<file path="config.mk">
export PLATFORM = sky130hd
export DESIGN_NAME = spu_score_draw
export DESIGN_NICKNAME = d
export VERILOG_FILES = /design/src/rtl/spu_pkg.sv /design/src/rtl/spu_digit_font.sv /design/src/rtl/spu_score_draw.sv
export SDC_FILE = /design/constraint.sdc
export NUM_CORES = 1
export LEC_CHECK = 0
export BUFFER_PORTS_ARGS = -buffer_cell sky130_fd_sc_hd__buf_4
export CAP_MARGIN = 5
export CORE_MARGIN = 2
export CORE_UTILIZATION = 53
export DETAILED_ROUTE_END_ITERATION = 12
export HOLD_SLACK_MARGIN = 0.02
export PLACE_DENSITY_LB_ADDON = 0.05
export SYNTH_ARGS = -nofsm -noshare
export SYNTH_HDL_FRONTEND = slang
export SYNTH_SLANG_ARGS = --single-unit
</file>
<file path="constraint.sdc">
create_clock -name clk -period 3.3 [get_ports clk]
set_clock_uncertainty 0.05 [all_clocks]
set_input_delay 0.165 -clock clk [delete_from_list [all_inputs] [get_ports clk]]
set_output_delay 0.165 -clock clk [all_outputs]
set_load 0.01 [all_outputs]
</file>
<file path="src/rtl/spu_pkg.sv">
// Shared SPU definitions: score-draw FSM encoding, glyph geometry and a
// constant power-of-ten helper used for saturation limits.
package spu_pkg;

    localparam logic [1:0] IDLE = 2'd0;
    localparam logic [1:0] CONV = 2'd1;
    localparam logic [1:0] DRAW = 2'd2;
    localparam logic [1:0] DONE = 2'd3;

    localparam int unsigned GLYPH_W = 8;
    localparam int unsigned GLYPH_H = 8;

    localparam logic [3:0] BLANK_CODE = 4'hF;

    function automatic longint unsigned pow10(input int unsigned n);
        longint unsigned p;
        p = 1;
        for (int unsigned i = 0; i < n; i++) begin
            p = p * 10;
        end
        return p;
    endfunction

endpackage

</file>
<file path="src/rtl/spu_digit_font.sv">
// 8x8 decimal digit font ROM: codes 0-9 give glyph rows (bit 7 = leftmost
// pixel), codes 10-15 (including the blank code) give an empty row.
module spu_digit_font
    import spu_pkg::*;
(
    input  logic [3:0]         code,
    input  logic [2:0]         row,
    output logic [GLYPH_W-1:0] bits
);

    logic [63:0] glyph;

    always_comb begin
        case (code)
            4'd0:    glyph = 64'h3C666E7666663C00;
            4'd1:    glyph = 64'h1838181818187E00;
            4'd2:    glyph = 64'h3C66060C30607E00;
            4'd3:    glyph = 64'h3C66061C06663C00;
            4'd4:    glyph = 64'h0C1C3C6C7E0C0C00;
            4'd5:    glyph = 64'h7E607C0606663C00;
            4'd6:    glyph = 64'h3C66607C66663C00;
            4'd7:    glyph = 64'h7E660C1818181800;
            4'd8:    glyph = 64'h3C66663C66663C00;
            4'd9:    glyph = 64'h3C66663E06663C00;
            default: glyph = '0;
        endcase
        // Row 0 lives in the most significant byte.
        bits = glyph[8*(7-row) +: 8];
    end

endmodule

</file>
<file path="src/rtl/spu_score_draw.sv">
// Score overlay renderer: double-dabble BCD conversion, then pixel-by-pixel
// glyph writes to the frame buffer. Build option: SPU_SCORE_ZERO_BLANK_EN.
module spu_score_draw
    import spu_pkg::*;
#(
    parameter int unsigned       SCORE_W   = 16,
    parameter int unsigned       DIGITS    = 5,
    parameter int unsigned       FB_W      = 320,
    parameter int unsigned       FB_ADDR_W = 17,
    parameter int unsigned       X0        = 8,
    parameter int unsigned       Y0        = 8,
    parameter int unsigned       COLOR_W   = 8,
    parameter logic [COLOR_W-1:0] FG_COLOR = 8'hFF,
    parameter logic [COLOR_W-1:0] BG_COLOR = 8'h00
) (
    input  logic                 clk,
    input  logic                 rst_n,
    input  logic                 draw_score_start,
    input  logic                 draw_score_en,
    input  logic [SCORE_W-1:0]   score,
    input  logic                 fb_ready,
    output logic                 fb_we,
    output logic [FB_ADDR_W-1:0] fb_addr,
    output logic [COLOR_W-1:0]   fb_wdata,
    output logic                 draw_score_done
);

    localparam int unsigned BCD_W = 4 * DIGITS;
    localparam int unsigned CNT_W = (SCORE_W > 1) ? $clog2(SCORE_W) : 1;
    localparam int unsigned DIG_W = (DIGITS > 1) ? $clog2(DIGITS) : 1;
    localparam logic [FB_ADDR_W-1:0] ORIGIN = FB_ADDR_W'(Y0 * FB_W + X0);
    localparam logic [FB_ADDR_W-1:0] PITCH  = FB_ADDR_W'(FB_W);
    localparam logic [FB_ADDR_W-1:0] GSTEP  = FB_ADDR_W'(GLYPH_W);
    localparam longint unsigned      SAT_LIMIT = pow10(DIGITS);

    logic [1:0]           state_q;
    logic [SCORE_W-1:0]   shift_q;
    logic [BCD_W-1:0]     bcd_q;
    logic [CNT_W-1:0]     cnt_q;
    logic                 sat_q;
    logic [DIG_W-1:0]     dig_q;
    logic [2:0]           row_q;
    logic [2:0]           col_q;
    logic [FB_ADDR_W-1:0] cur_addr_q;
    logic [FB_ADDR_W-1:0] line_q;
    logic [FB_ADDR_W-1:0] digit_base_q;
    logic                 we_q;
    logic                 last_q;

    logic [BCD_W-1:0]     bcd_adj;
    logic [3:0]           codes [DIGITS];
    logic [3:0]           cur_code;
    logic [GLYPH_W-1:0]   font_bits;
    logic [COLOR_W-1:0]   pix_color;
    logic                 cur_last;

    // Add-3 correction ahead of each double-dabble shift.
    always_comb begin
        bcd_adj = bcd_q;
        for (int i = 0; i < DIGITS; i++) begin
            if (bcd_q[4*i +: 4] >= 4'd5) begin
                bcd_adj[4*i +: 4] = bcd_q[4*i +: 4] + 4'd3;
            end
        end
    end

    always_comb begin
`ifdef SPU_SCORE_ZERO_BLANK_EN
        logic lead;
        lead = 1'b1;
`endif
        for (int i = 0; i < DIGITS; i++) begin
            codes[i] = sat_q ? 4'd9 : bcd_q[4*(DIGITS-1-i) +: 4];
`ifdef SPU_SCORE_ZERO_BLANK_EN
            // The units digit always shows, so a zero score still reads "0".
            if (lead && codes[i] == 4'd0 && i != DIGITS - 1) begin
                codes[i] = BLANK_CODE;
            end else begin
                lead = 1'b0;
            end
`endif
        end
    end

    assign cur_code = codes[dig_q];

    spu_digit_font u_font (
        .code (cur_code),
        .row  (row_q),
        .bits (font_bits)
    );

    assign pix_color = font_bits[3'd7 - col_q] ? FG_COLOR : BG_COLOR;
    assign cur_last  = (dig_q == DIG_W'(DIGITS - 1)) && (row_q == 3'd7) && (col_q == 3'd7);

    assign fb_we           = we_q & draw_score_en;
    assign draw_score_done = (state_q == DONE);

    always_ff @(posedge clk or negedge rst_n) begin
        if (!rst_n) begin
            state_q      <= IDLE;
            shift_q      <= '0;
            bcd_q        <= '0;
            cnt_q        <= '0;
            sat_q        <= 1'b0;
            dig_q        <= '0;
            row_q        <= '0;
            col_q        <= '0;
            cur_addr_q   <= '0;
            line_q       <= '0;
            digit_base_q <= '0;
            we_q         <= 1'b0;
            last_q       <= 1'b0;
            fb_addr      <= '0;
            fb_wdata     <= '0;
        end else if (draw_score_start) begin
            state_q      <= CONV;
            shift_q      <= score;
            bcd_q        <= '0;
            cnt_q        <= '0;
            sat_q        <= (64'(score) >= SAT_LIMIT);
            dig_q        <= '0;
            row_q        <= '0;
            col_q        <= '0;
            cur_addr_q   <= ORIGIN;
            line_q       <= ORIGIN;
            digit_base_q <= ORIGIN;
            we_q         <= 1'b0;
            last_q       <= 1'b0;
        end else if (draw_score_en) begin
            case (state_q)
                CONV: begin
                    bcd_q   <= BCD_W'({bcd_adj, shift_q[SCORE_W-1]});
                    shift_q <= shift_q << 1;
                    cnt_q   <= cnt_q + 1'b1;
                    if (cnt_q == CNT_W'(SCORE_W - 1)) begin
                        state_q <= DRAW;
                    end
                end
                DRAW: begin
                    if (!we_q || fb_ready) begin
                        if (we_q && last_q) begin
                            we_q    <= 1'b0;
                            state_q <= DONE;
                        end else begin
                            we_q     <= 1'b1;
                            fb_addr  <= cur_addr_q;
                            fb_wdata <= pix_color;
                            last_q   <= cur_last;
                            // Step the cursor: column, then row, then digit.
                            if (col_q != 3'd7) begin
                                col_q      <= col_q + 1'b1;
                                cur_addr_q <= cur_addr_q + 1'b1;
                            end else if (row_q != 3'd7) begin
                                col_q      <= '0;
                                row_q      <= row_q + 1'b1;
                                cur_addr_q <= line_q + PITCH;
                                line_q     <= line_q + PITCH;
                            end else begin
                                col_q        <= '0;
                                row_q        <= '0;
                                dig_q        <= dig_q + 1'b1;
                                cur_addr_q   <= digit_base_q + GSTEP;
                                line_q       <= digit_base_q + GSTEP;
                                digit_base_q <= digit_base_q + GSTEP;
                            end
                        end
                    end
                end
                DONE:    state_q <= IDLE;
                default: state_q <= IDLE;
            endcase
        end
    end

endmodule

</file>
### Yosys cells after proc, flatten, opt, wreduce, memory -nomap -nowiden

Memory sizes are Yosys's and may differ from the RTL's.
Cells that the tools add are included.

* register bits after elaboration: 129
* memory bits (read-only): 672
* input bits: 21
* logic and storage cells: 148
* memories kept: 1

Memory list
* (name not given): depth 16, width 42, rd ports 1, clocked after Yosys merged registers in 0, wr ports 0, RTL line spu_digit_font.sv:14 `case (code)`

* add/sub/neg operators: 14
* order comparisons: 7
* equality and inequality tests: 15
* shifts and indexed selects: 1
* muxes and demuxes: 76
* bitwise logic cells: 4
* reduce and logical (&&, ||, !) cells: 16

Operators by type and width (count)
* two-way mux 17 bit: 20
* indexed part select 64 x 33 -> 8 bit: 1
* two-way mux 3 bit: 21
* two-way mux 20 bit: 3
* two-way mux 16 bit: 3
* two-way mux 4 bit: 9
* greater-or-equal comparator 4 x 3 -> 1 bit (second input constant): 5
* adder 17 x 1 -> 17 bit (second input constant): 1
* adder 17 x 4 -> 17 bit (second input constant): 1
* adder 17 x 9 -> 17 bit (second input constant): 1
* adder 4 x 2 -> 4 bit (second input constant): 4
* != test 3 bit (second input constant): 5
* binary-select mux 4 bit (select 3 bit): 1
* two-way mux 1 bit: 11
* two-way mux 2 bit: 5
* AND reduction 5 bit: 2
* adder 3 x 1 -> 3 bit (second input constant): 3
* == test 3 bit (second input constant): 3
* two-way mux 8 bit: 1
* AND reduction 4 bit: 2
* nonzero test 2 bit: 4
* != test 2 bit (second input constant): 3
* AND reduction 6 bit: 1
* adder 4 x 1 -> 4 bit (second input constant): 1
* other kinds (18): 22

### Depth between registers and ports, before layout

Gate-level depths: netlist of run 1.
An unclocked memory read counts as a cell.

* word-level depth: 9
* gate-level depth with buffers: 13
* gate-level depth less buffers: 12

### By module

Synthesis of run 1 repeated with hierarchy kept, for this count alone.

* cell total of the unflattened synthesis: 837
* area, all modules: 7599.8 µm²

By module, submodules not included
* spu_score_draw: times used 1, cells an instance 711, area each 6742.7 µm², sequential area each 2977.9 µm²
* spu_digit_font: times used 1, cells an instance 126, area each 857.1 µm², sequential area each 0.0 µm²

### Worst setup path before layout of run 1

No wires, ideal clock.

* path kind: reg2reg
* from: register dig_q[1]
* to: register fb_wdata[6]
* setup time: 66 ps
* data arrival time: 2866 ps
* data required time: 3184 ps
* slack: 317 ps
* stages on the path, launching flop included: 13
* buffers on the path: 1
* clock period less this slack: 2983 ps
* path through: dfrtp_1 buf_4 mux2i_1 o22ai_1 nor2_1 ha_1 inv_1 nor3_1 a21oi_2 o21a_1 a221o_1 a2111oi_2 o32a_1

* cells in the longest elaborated chain, start to end: 9

RTL lines
* from (decl): RTL line spu_score_draw.sv:41 `logic [DIG_W-1:0] dig_q;`
* from (signal assigned): RTL line spu_score_draw.sv:162 `dig_q <= dig_q + 1'b1;`
* NOT 3 -> 4 bit (implied by the code): RTL line spu_score_draw.sv:85 `assign cur_code = codes[dig_q];`
* binary-select mux 4 bit (select 3 bit): RTL line spu_score_draw.sv:85
* two-way mux 4 bit (implied by the code) (2 in series): RTL line spu_score_draw.sv:85
* memory read (16 x 42 bit)
* indexed part select 64 x 33 -> 8 bit: RTL line spu_digit_font.sv:28 `bits = glyph[8*(7-row) +: 8];`
* binary-select mux 1 bit (select 3 bit): RTL line spu_score_draw.sv:93 `assign pix_color = font_bits[3'd7 - col_q] ? FG_COLOR : BG_COLOR;`
* two-way mux 1 bit (implied by the code): RTL line spu_score_draw.sv:93
* two-way mux 8 bit: RTL line spu_score_draw.sv:93
* to (signal assigned): RTL line spu_score_draw.sv:148 `fb_wdata <= pix_color;`
* to (decl): RTL line spu_score_draw.sv:24 `output logic [COLOR_W-1:0] fb_wdata,`

No other way between the ends. The select of a mux whose other input is x is not followed.
A chain may end at the register's enable or synchronous reset.

### Final worst setup path of run 1

* from: register dig_q[2]
* to: register fb_wdata[6]

The elaborated chain is that of the path after synthesis.

==> summary.md, run 1 <==
| Metric | Value |
|---|---|
| Fmax | 324.1 MHz |
| Number of antenna diodes | 0 |
| Worst-Skew Late Latency | 420 ps |
| Number of synthesized register bits | 119 |
| Total Routing Usage GR | 24.69% |
| Library cells used by synthesis | 63 |
| Final-report setup violation count | 0 |
| Total CTS buffers | 17 |
| CTS tree | yes |
| Cell area after synthesis | 0.007278 mm^2 |
| Cts hold-fix bufs | 17 |
| Clock root cell | clkbuf_16 |
| Post-DP HPWL | 11740 um |
| Static Leak | 3.766 nW |
| Most frequent cell after synthesis | dfrtp_1 |
| Avg Vias per Cell | 5.811 |
| Final Net Count | 933 |
| Gr ovfl total | 0 |
| Via count | 6229 |
| Drt total wl | 17390 um |
| Post-synth top cells | 119 x dfrtp_1, 101 x nand2_1, 87 x nor2_1 |
| Iteration-0 DRC Markers | 509 |
| First-pass DRT Iterations | 5 |
| Clock transition at path regs | 60 ps |
| Antenna violations before repair | 0 |
| Initial cell density of the core | 54.53% |
| Area Overhead vs Synth | 18.65% |
| Io pins | 48 |
| Worst EP required | 3610 ps |
| Peak fanout along the critical path | 6 |
| Fin Setup TNS | 0 ps |
| Worst VDD drop | 0.0003841 V |
| CP startpoint kind | flop |
| Resize count post-CTS | 0 |
| Rel. slew slack | 43.98% |
| CP Capture Type | flop |
| WL/cell | 16.23 um |
| Final ANT Viol Nets | 0 |
| Worst-margin pin slew | 838.2 ps |
| Period minus WS final | 3086 ps |
| First-pass GRT wire length | 28850 um |
| Full die area | 0.01469 mm^2 |
| Port-buffer cells | 47 |
| Max-slew violations | 0 |
| Dominant synthesized flop cell | dfrtp_1 |
| Sequential element share of the synthesized area | 40.91% |
| Bufs on Longest Clock Path | 2 |
| FP Rows | 42 |
| PD cells | 497.5 mW/mm^2 |
| DRC violations left | 0 |
| RSZ-0062 raised after global routing | no |
| Period utilisation layout | 93.51% |
| Sink Count | 119 |
| WP data arrival | 3400 ps |
| Share of layout cells above drive strength 1 | 14.29% |
| Mapped Avg Cell Area | 8.748 um^2 |
| Number of global-route vias before repair | 5871 |
| Pwr Total | 4.296 mW |
| H-tree levels | 4 |
| Synth area leader | dfrtp_1 |
| Die Y | 121.2 um |
| Fillers | 1104 |
| Setup Fix Bufs, Post-CTS | 0 |
| Largest net degree at the start of global routing | 64 |
| Syn_nets | 882 |
| Final hold vios | 0 |
| Synth Instances | 832 |
| Main area contributors after synthesis | dfrtp_1 41%, nand2_1 5.2%, a21oi_1 5.1% |
| Setup CP Type | flop to flop |
| Core Util, Final | 64.70% |
| Post-synth top area share | 40.91% |
| Max Cap Viol | 0 |
| Core box area | 0.01335 mm^2 |
| Number of synthesized flops with an enable pin | 0 |
| Async SR Flop Fraction | 100.0% |
| Final Wtd Congestion | 0.9065 |
| Status | finished clean |
| Die width | 121.2 um |
| Number of synthesis warnings | 0 |
| Worst hold-check path type | input port to flop |
[routing by layer]
metal / GRT usage [%] / vias up / part of all wire (%)
met4: 7.830 / 0 / 1.2
met1: 34.36 / 2984 / 47
met5: 0 / - / 0
met2: 38.66 / 184 / 46
met3: 5.310 / 24 / 5.3
li1: - / 3037 / -
[cell families after synthesis]
logic type | Yosys count | synth area share [%]
xor+xnor | 42 | 5.054
flops | 119 | 40.91
simple gates | 301 | 18.93
mux | 49 | 7.220
compound gates | 211 | 18.07
fa+ha+maj | 29 | 4.985
buf+inv | 81 | 4.831
[critical path, stage by stage (launching register included)]
cell	delay (ps)
dfrtp_1	440
nand2b_1	250
o22ai_1	180
o21ai_1	170
inv_1	230
ha_1	200
inv_1	50
nor3_1	190
buf_4	150
a21oi_2	30
o21a_1	190
a221o_1	380
a2111oi_2	310
o32a_1	180
[flip-flops by register name (all words and copies together) (netlist names)]
register      count
fb_wdata          1
digit_base_q     14
cur_addr_q       17
we_q              1
shift_q          16
row_q             3
bcd_q            20
dig_q             3
last_q            1
state_q           2
line_q           17
cnt_q             4
col_q             3
fb_addr          17
[placed cells by master, fill, tap and decap left out, drive strengths merged, types with 10 or more instances in the layout]
master / instances
o21ai: 56
dfrtp: 119
dlygate4sd3: 17
nand2b: 10
ha: 29
nand3: 25
clkbuf: 18
mux2: 18
a21oi: 75
mux2i: 30
inv: 27
xnor2: 20
nor3: 21
nand2: 101
nor2: 87
xor2: 22
and3: 11
buf: 72
[final timing paths]
path / start / end / slack, ps / cells after the start
worst max-delay path: dig_q[2] / fb_wdata[6] / 210 / 13
worst min-delay path: draw_score_en / we_q / 50 / 3
worst max register to register: dig_q[2] / fb_wdata[6] / 210 / 13
worst min register to register: line_q[1] / line_q[1] / 450 / 1
max in group asynchronous: rst_n / digit_base_q[16] / 2080 / 3
min in group asynchronous: rst_n / col_q[1] / 300 / 2
[stage by stage]
stage	setup WS, ps	instances	instance area [um^2]	hold slack [ps]
global placement	327.4	1023	7792	217.3
floorplan	317.5	832	7278	-180.6
CTS	228.9	1072	8636	43.24
global route	29.55	1072	8636	35.03
detailed placement	250.2	1023	7792	239.3
finish	214.3	1072	8636	49.37
[report_power, final]
| part | switching (mW) | internal (mW) | total [mW] |
|---|---|---|---|
| Combinational | 0.307 | 0.246 | 0.553 |
| Sequential | 0.0761 | 1.56 | 1.63 |
| Clock | 0.689 | 1.42 | 2.11 |
| Total | 1.07 | 3.22 | 4.30 |
[final cells by class]
cell class | instances | area [um^2] | area share, %
repair buffers | 89 | 723.2 | 8.374
clock buffers | 18 | 429.2 | 4.970
flip-flops and latches | 119 | 2978 | 34.48
clock inverters | 14 | 244.0 | 2.825
inverters | 24 | 90.09 | 1.043
well taps | 176 | 220.2 | 2.550
multi-input cells | 632 | 3951 | 45.75
(Power assumes the default switching activity.)
==> inputs of run 2 (changes only) <==
--- a/config.mk
+++ b/config.mk
@@ -5,10 +5,12 @@
 export SDC_FILE = /design/constraint.sdc
 export NUM_CORES = 1
 export LEC_CHECK = 0
+export ABC_AREA = 1
 export BUFFER_PORTS_ARGS = -buffer_cell sky130_fd_sc_hd__buf_4
 export CAP_MARGIN = 5
 export CORE_MARGIN = 2
 export CORE_UTILIZATION = 53
+export CTS_BUF_LIST = sky130_fd_sc_hd__clkbuf_16
 export DETAILED_ROUTE_END_ITERATION = 12
 export HOLD_SLACK_MARGIN = 0.02
 export PLACE_DENSITY_LB_ADDON = 0.05
==> summary.md, run 2 <==
| Metric | Value |
|---|---|
| Fin Setup TNS | 0 ps |
| Slowest CP cell | dfrtp_1 |
| RR Startpoint | dig_q[0] |
| Synth Instances | 912 |
| Io pins | 48 |
| Bufs on Longest Clock Path | 2 |
| Number of antenna diodes | 0 |
| Final hold vios | 0 |
| Post-synthesis adder-cell area fraction | 5.076% |
| Placed Cells | 1105 |
| Pre-CTS setup slack | 585.5 ps |
| Setup Fix Bufs, Post-CTS | 0 |
| Cell Count, Final, Fillers Out | 1151 |
| CP top delay family | simple AND/OR/NAND/NOR gates |
| Synth area leader | dfrtp_1 |
| Worst reg2reg endpoint | fb_wdata[6] |
| Sink Count | 119 |
| Area Overhead vs Synth | 15.82% |
| Mapped Avg Cell Area | 7.838 um^2 |
| FP Rows | 42 |
| Main area contributors after synthesis | dfrtp_1 42%, nand2_1 11%, inv_1 6.3% |
| Worst VDD drop | 0.0004133 V |
| CP bufs+invs | 3 |
| CTS tree | yes |
| Initial cell density of the core | 54.19% |
| Full die area | 0.01443 mm^2 |
| Final Net Count | 1014 |
| Most frequent cell after synthesis | nand2_1 |
| Worst path depth | 16 |
| Final-report setup violation count | 0 |
| Max Cap Viol | 0 |
| Via count | 6289 |
| Worst-Skew Late Latency | 410 ps |
| WP data arrival | 2980 ps |
| Number of global-route vias before repair | 5958 |
| Drt total wl | 16570 um |
| Peak fanout along the critical path | 11 |
| Rel. slew slack | 44.73% |
| Critical path, cell by cell | nor3_4 > inv_1 > o21ai_1 > buf_4 > inv_1 > ha_1 > nand3_1 > nand2_1 > a21oi_1 > o21ai_0 > nand3_1 > nand3_1 > nand3_1 > nand2_1 > nand3_1 > nand2_1 |
| Post-synth top area share | 41.66% |
| DRC violations left | 0 |
| Period minus WS final | 2733 ps |
| Avg Vias per Cell | 5.464 |
| Crit path to | fb_wdata[6] |
| Die Y | 120.1 um |
| Final ANT Viol Nets | 0 |
| CP max stage delay | 540 ps |
| Die width | 120.1 um |
| CP startpoint kind | flop |
| Fmax | 366.0 MHz |
| Largest Register | bcd_q |
| WL/cell | 14.40 um |
| Antenna violations before repair | 0 |
| Top Usage Layer GRT | met2 |
| Port-buffer cells | 47 |
| CP Capture Type | flop |
| Period utilisation layout | 82.80% |
| Static Leak | 3.862 nW |
| Worst-margin pin slew | 825.9 ps |
| Post-Synth Simple-Gate Area | 24.16% |
| Share of layout cells above drive strength 1 | 12.41% |
| Total CTS buffers | 17 |
| Number of synthesized register bits | 119 |
| Max reg flops | 20 |
| Commonest non-fill, non-tap cell in the layout | nand2_1 |
| Status | finished clean |
| First-pass DRT Iterations | 5 |
| Post-synth top cells | 211 x nand2_1, 120 x inv_1, 119 x dfrtp_1 |
| Met2 Use GR | 38.28% |
| Dominant synthesized flop cell | dfrtp_1 |
| Commonest non-fill, non-tap cells in the layout | 211 x nand2_1, 123 x inv_1, 119 x dfrtp_1 |
| PD cells | 547.9 mW/mm^2 |
| Syn_nets | 962 |
| Worst hold-check path type | input port to flop |
| Total Routing Usage GR | 24.15% |
| First-pass GRT wire length | 28280 um |
| GRT met1 Usage | 34.05% |
| RSZ-0062 raised after global routing | no |
| Library cells used by synthesis | 48 |
| Number of synthesized flops with an enable pin | 0 |
| Compound-gate portion of the synthesized area | 15.89% |
| Cells on worst reg2reg path | 16 |
| Xor/xnor share of the synthesized area | 3.186% |
| Clock root cell | clkbuf_16 |
| Worst EP required | 3550 ps |
| Post-DP HPWL | 11720 um |
| GR Layer Usage met3 | 4.040% |
| Final WS setup | 567.5 ps |
| Setup CP Type | flop to flop |
| Sequential element share of the synthesized area | 41.66% |
| Mux contribution to synthesized area | 0% |
| Fin Hold WS | 36.77 ps |
| Largest family of logic cells by synthesized area | simple AND/OR/NAND/NOR gates |
| Gr ovfl total | 0 |
| Max-slew violations | 0 |
| Cell area after synthesis | 0.007148 mm^2 |
| H-tree levels | 4 |
| Iteration-0 DRC Markers | 560 |
| Async SR Flop Fraction | 100.0% |
| Final Wtd Congestion | 0.8893 |
| Resize count post-CTS | 0 |
| Largest net degree at the start of global routing | 116 |
| Number of synthesis warnings | 0 |
| Clock transition at path regs | 50 ps |
| CP most frequent cell | nand3_1 |
| Core Util, Final | 62.77% |
| Core box area | 0.01319 mm^2 |
| Worst Setup SP | dig_q[0] |
| Reg2reg setup slack | 570 ps |
-- run 2: how the worst min path moves through the flow --
stage | from | end | cells after the start
2_1_floorplan | rst_n | bcd_q[0] | 0
3_3_place_gp | rst_n | fb_wdata[6] | 1
3_5_place_dp | rst_n | fb_wdata[6] | 1
4_1_cts | score[14] | shift_q[14] | 5
5_1_grt | rst_n | fb_addr[1] | 2
6_report | score[14] | shift_q[14] | 5
-- run 2: metrics by stage --
| stage | area [um^2] | total power, mW |
|---|---|---|
| 4_1_cts | 8279 | 4.577 |
| 3_3_place_gp | 7575 | 2.820 |
| 3_5_place_dp | 7575 | 2.841 |
| 2_1_floorplan | 7148 | 2.510 |
| 5_1_grt | 8279 | 4.822 |
| 6_report | 8279 | 4.537 |
-- run 2: worst register-to-register path: cells and delay by family (launching register included) --
| kind | cells | cell delay, ps |
|---|---|---|
| compound gates | 3 | 380 |
| fa+ha+maj | 1 | 330 |
| buf+inv | 3 | 300 |
| flops | 1 | 540 |
| simple gates | 9 | 1010 |
-- run 2: cell families (layout without fill, tap and decap cells) --
| logic type | after synthesis | count (layout) |
|---|---|---|
| AND/OR/NAND/NOR | 377 | 377 |
| XOR/XNOR | 26 | 26 |
| adder cells (fa/ha/maj) | 29 | 29 |
| buffers and inverters | 169 | 232 |
| AO/OA/AOI/OAI | 192 | 192 |
| flip-flops | 119 | 119 |
-- run 2: area by class of cell --
class | instances | area [um^2]
clock buffer | 17 | 425.4
clock inverter | 13 | 118.9
inverter | 130 | 490.5
tap | 176 | 220.2
sequential | 119 | 2978
fill | 1143 | 4911
multi-input combinational | 624 | 3453
timing repair buffer | 72 | 593.1
-- run 2: timing repair --
item                                   CTS  global route
hold buffers                            16             0
endpoints found under the hold margin  134             0
setup endpoints to repair                0             0
-- run 2: where the power goes --
group	internal, mW	switching [mW]
Sequential	1.64	0.157
Combinational	0.407	0.627
Clock	1.08	0.620
-- run 2: per-layer routing --
layer,vias up,wire length [um],share of wire [%]
met5,-,0,0
met3,15,707,4.3
met1,2978,8049,49
li1,3129,-,-
met2,167,7640,46
met4,0,172,1.0
